<file path="config.mk">
export PLATFORM = sky130hd
export DESIGN_NAME = rle_port_a_arbiter
export DESIGN_NICKNAME = d
export VERILOG_FILES = /design/src/rtl/rle_port_a_arbiter.sv
export SDC_FILE = /design/constraint.sdc
export NUM_CORES = 1
export LEC_CHECK = 0
export ABC_AREA = 1
export ABC_CLOCK_PERIOD_IN_PS = 4200
export CAP_MARGIN = 30
export CORE_ASPECT_RATIO = 0.7
export CORE_MARGIN = 4
export CORE_UTILIZATION = 22
export CTS_CLUSTER_DIAMETER = 200
export DETAILED_ROUTE_END_ITERATION = 12
export GPL_ROUTABILITY_DRIVEN = 0
export PLACE_DENSITY = 0.95
export SLEW_MARGIN = 20
export SYNTH_ARGS = -nofsm -noshare
export SYNTH_HDL_FRONTEND = slang
export SYNTH_SLANG_ARGS = --single-unit
</file>
<file path="constraint.sdc">
create_clock -name clk -period 4.2 [get_ports clk]
set_input_delay 0.84 -clock clk [delete_from_list [all_inputs] [get_ports clk]]
set_output_delay 0.84 -clock clk [all_outputs]
set_load 0.02 [all_outputs]
</file>
<file path="src/rtl/rle_port_a_arbiter.sv">
// Round-robin arbiter sharing dpsram port A between the RLE read engine (requester 0)
// and the RLE write engine (requester 1), with bounded bursts and zero-bubble handover.
module rle_port_a_arbiter #(
   parameter int ADDR_W    = 16,
   parameter int DATA_W    = 32,
   parameter int MAX_BURST = 4
) (
   input  logic              clk,
   input  logic              reset,
   input  logic              req0,
   input  logic              req1,
   input  logic              we0,
   input  logic              we1,
   input  logic [ADDR_W-1:0] addr0,
   input  logic [ADDR_W-1:0] addr1,
   input  logic [DATA_W-1:0] wdata0,
   input  logic [DATA_W-1:0] wdata1,
   output logic              gnt0,
   output logic              gnt1,
   output logic              rvalid0,
   output logic              rvalid1,
   output logic [DATA_W-1:0] rdata,
   output logic              port_A_clk,
   output logic [ADDR_W-1:0] port_A_addr,
   output logic [DATA_W-1:0] port_A_data_in,
   output logic              port_A_we,
   input  logic [DATA_W-1:0] port_A_data_out
);

   localparam int CNT_W = $clog2(MAX_BURST + 1);
   localparam logic [CNT_W-1:0] BURST_LIM = CNT_W'(MAX_BURST);

   typedef enum logic [1:0] {
      OWN_NONE = 2'd0,
      OWN_R0   = 2'd1,
      OWN_R1   = 2'd2
   } owner_t;

   owner_t             owner;
   owner_t             owner_next;
   owner_t             winner;
   logic               last;
   logic               last_next;
   logic [CNT_W-1:0]   bcnt;
   logic [CNT_W-1:0]   bcnt_next;

   // last resets to 1 so that requester 0 wins the first contested cycle.
   always_ff @(posedge clk or posedge reset) begin
      if (reset) begin
         owner <= OWN_NONE;
         last  <= 1'b1;
         bcnt  <= '0;
      end else begin
         owner <= owner_next;
         last  <= last_next;
         bcnt  <= bcnt_next;
      end
   end

   always_comb begin
      gnt0 = 1'b0;
      gnt1 = 1'b0;
      if (!reset) begin
         if (req0 && !req1) begin
            gnt0 = 1'b1;
         end else if (req1 && !req0) begin
            gnt1 = 1'b1;
         end else if (req0 && req1) begin
            if (owner == OWN_R0 && bcnt < BURST_LIM) begin
               gnt0 = 1'b1;
            end else if (owner == OWN_R1 && bcnt < BURST_LIM) begin
               gnt1 = 1'b1;
            end else if (last) begin
               gnt0 = 1'b1;
            end else begin
               gnt1 = 1'b1;
            end
         end
      end
   end

   always_comb begin
      owner_next = owner;
      last_next  = last;
      bcnt_next  = bcnt;
      winner     = gnt1 ? OWN_R1 : OWN_R0;
      if (!(gnt0 || gnt1)) begin
         owner_next = OWN_NONE;
         bcnt_next  = '0;
      end else begin
         last_next = gnt1;
         if (winner == owner) begin
            bcnt_next = (bcnt == BURST_LIM) ? bcnt : bcnt + 1'b1;
         end else begin
            owner_next = winner;
            bcnt_next  = CNT_W'(1);
         end
      end
   end

   always_comb begin
      port_A_addr    = '0;
      port_A_data_in = '0;
      port_A_we      = 1'b0;
      if (gnt0) begin
         port_A_addr    = addr0;
         port_A_data_in = wdata0;
         port_A_we      = we0;
      end else if (gnt1) begin
         port_A_addr    = addr1;
         port_A_data_in = wdata1;
         port_A_we      = we1;
      end
   end

   // The dpsram returns read data one cycle after the address, so rvalid is the
   // granted-read flag delayed by one cycle.
   always_ff @(posedge clk or posedge reset) begin
      if (reset) begin
         rvalid0 <= 1'b0;
         rvalid1 <= 1'b0;
      end else begin
         rvalid0 <= gnt0 & ~we0;
         rvalid1 <= gnt1 & ~we1;
      end
   end

   assign rdata      = port_A_data_out;
   assign port_A_clk = clk;

endmodule
</file>
==> impl_results.md <==
- Vias: between 1500 and 2000
- Starting density of the core: roughly 23%
- CTS resizes: 0
- Hold Slack: 0.4743 ns
- Placed insts: between 300 and 400
- Final setup margin: about 0.42 ns
- DRT Pass-1 Iters: 4
- Internal: slightly above 0.4 mW
- Tcrit/Tclk final: around 90%
- Distinct cells, synth: 19
- Setup Crit Path Kind: in -> out
- Final hold violation count: 0
- Setup Fix Bufs, Post-CTS: 0
- Final setup violation count: 0
- I/O Pins: between 200 and 250
- Die area: 6630 µm²
- CTS Hold Buffers Added: 0
- Max VDD drop: ~0.09 mV
- Seq pwr share: between 10% and 20%
- Non-filler cells, final: between 300 and 400
- Worst Setup Start Kind: input port
- Synth warnings: 0
- Slew HR: about 75%
- Psw: slightly below 0.2 mW
- Leak: roughly 1.1 nW
- Ant. Diodes: 0
- Global-route wire length before repair: 8.217 mm
- Clock-pin slew of the registers on the worst-case setup and hold paths: 0.04 ns
- Core box area: ~5200 µm²
- Via density: roughly 4.5
- Synthesized instance count: 150
- Final routed DRC violation total: 0
- IO Port Bufs: 155
- Final wirelength: approximately 5.7 mm
- FP Rows: 22
- Clock Skews: 0.008582 ns
- Routed wire per std cell: between 15 and 20 µm
- Share of cells above drive strength 1: about 6.6%
- DR iter-0 viols: 45
- Worst-path maximum fanout: 49
- Remaining Overflow, GRT: 0
- Final Max Tran Viols: 0
- Status: finished clean
- Final min period: approximately 3.8 ns
- Hold Path Class: reg -> reg
- Total Neg Setup Slack: 0 ns
- Combinational share of power: 51.6%
- Net Sw Frac: 32.13%
- Area of the multi-input gates: slightly above 600 µm²
- Max capacitance violation total: 0
- Clk network pwr share: roughly 34%
- Worst-Margin Slew: between 0.3 and 0.4 ns
- Register area: 201.4 µm²
- RSZ-0062 raised after global routing: false
- Cell Area, Synth: approximately 1200 µm²
- Data arrival time of the worst path: between 2 and 3 ns
- Die W: ~96 µm
- Synth Register Bits: 8
- Die Span Y: slightly below 70 µm
- Fmax: ~0.26 GHz
- Cell Pwr Density: ~230 nW/µm²
- Initial antenna violation count: 0
- Total Power: 0.6008 mW
- Crit. End Element: output pin
- Largest net degree at the start of global routing: 50
- Vias in the first global route: roughly 1700
- Register area share after synthesis: 17.04%
- All-Layer GR Usage: between 10% and 20%
- Syn_nets: 286
- Setup WS pre-CTS: between 0.4 and 0.5 ns
- NumNets Final: 409
- Post-DP HPWL: around 4.7 mm
- Area growth, synth to finish: 122.9%
- DRT antenna net count: 0
- Required time worst endpoint: ~3.4 ns
- CTS tree: built
- Syn Area/Cell: about 7.9 µm²
- Clk_lat worst skew: between 0.3 and 0.4 ns
- Filler cells: between 400 and 500
[stage by stage]
| step | area [µm²] | util, % |
|---|---|---|
| 2_1_floorplan | 1182 | - |
| 3_3_place_gp | 2549 | 48.73 |
| 3_5_place_dp | 2549 | 48.73 |
| 4_1_cts | 2635 | 50.38 |
| 5_1_grt | 2635 | 50.38 |
| 6_report | 2635 | 50.38 |
[state kept, by name, summed over array words and instances, names as in the netlist]
name     cells
bcnt         3
last         1
owner        2
rvalid0      1
rvalid1      1
[cells in the mapped netlist]
cell      n  area share, %
buf_6     2            1.9
a22o_1   48             36
o21ai_0   2           0.85
nand2_4   2            1.9
a21oi_1   1           0.42
nand2_1  11            3.5
nor2_1   10            3.2
buf_2     8            3.4
ha_1      2            2.1
dfrtp_1   7             15
inv_1    11            3.5
nand3_1   4            1.7
dfstp_2   1            2.2
xor2_1    1           0.74
nand3_2   1           0.85
nand2_2   2            1.1
nor3_1    1           0.42
inv_2     3           0.95
buf_4    33             21
[critical path, cell delays in order]
cell	delay, ns
clkdlybuf4s50_1	0.48
inv_1	0.05
nor2_1	0.30
nand2_4	0.12
inv_2	0.08
buf_12	0.21
a22o_1	0.20
clkdlybuf4s50_1	0.63
[logic make-up (layout without fill, tap and decap cells)]
family / count (synthesis) / after routing / synth area share (%)
fa+ha+maj: 2 / 2 / 2.116
buf+inv: 57 / 179 / 30.69
flops: 8 / 8 / 17.04
simple gates: 31 / 31 / 12.59
compound gates: 51 / 51 / 36.82
xor+xnor: 1 / 1 / 0.7409
[routing by layer]
layer	vias to the layer above	wire, µm	global-route usage, %
li1	744	-	-
met1	707	2062	15.74
met2	104	2898	28.58
met3	10	649	8.568
met4	0	60	5.994
met5	-	0	0
[placed cells by master, fill, tap and decap left out]
cell | synthesis | routed
clkdlybuf4s50_1 | 0 | 155
a22o_1 | 48 | 48
inv_1 | 11 | 11
nand2_1 | 11 | 11
nor2_1 | 10 | 10
dfrtp_1 | 7 | 7
clkbuf_8 | 0 | 6
nand3_1 | 4 | 4
inv_2 | 3 | 3
nand2_2 | 2 | 2
nand2_4 | 2 | 2
o21ai_0 | 2 | 2
ha_1 | 2 | 2
buf_4 | 33 | 2
nand3_2 | 1 | 1
nor3_1 | 1 | 1
xor2_1 | 1 | 1
a21oi_1 | 1 | 1
clkbuf_1 | 0 | 1
dfstp_2 | 1 | 1
buf_12 | 0 | 1
[cell type report]
class	count	share of cell area [%]
repair buffers	157	59.83
inverters	14	1.994
flip-flops and latches	8	7.645
well taps	72	3.419
multi-input cells	85	23.46
clock buffers	8	3.656
[power groups by stage]
stage	Sequential [mW]	Combinational, mW	Clock, mW
CTS	0.0865	0.314	0.209
finish	0.0865	0.310	0.204
floorplan	0.0875	0.171	0.0278
global route	0.0867	0.328	0.219
global placement	0.0868	0.308	0.0320
detailed placement	0.0876	0.312	0.0320
[path summary, 6_finish.rpt]
check | startpoint | to | slack, ns | cells past startpoint
min in group asynchronous | reset | bcnt[1] | 0.86 | 2
max reg2reg | owner[0] | bcnt[1] | 2.85 | 11
min reg2reg | last | last | 0.47 | 2
min | last | last | 0.47 | 2
max | req1 | port_A_data_in[26] | 0.42 | 8
max in group asynchronous | reset | last | 3.04 | 2
No activity file was read; power rests on OpenSTA's default activity.
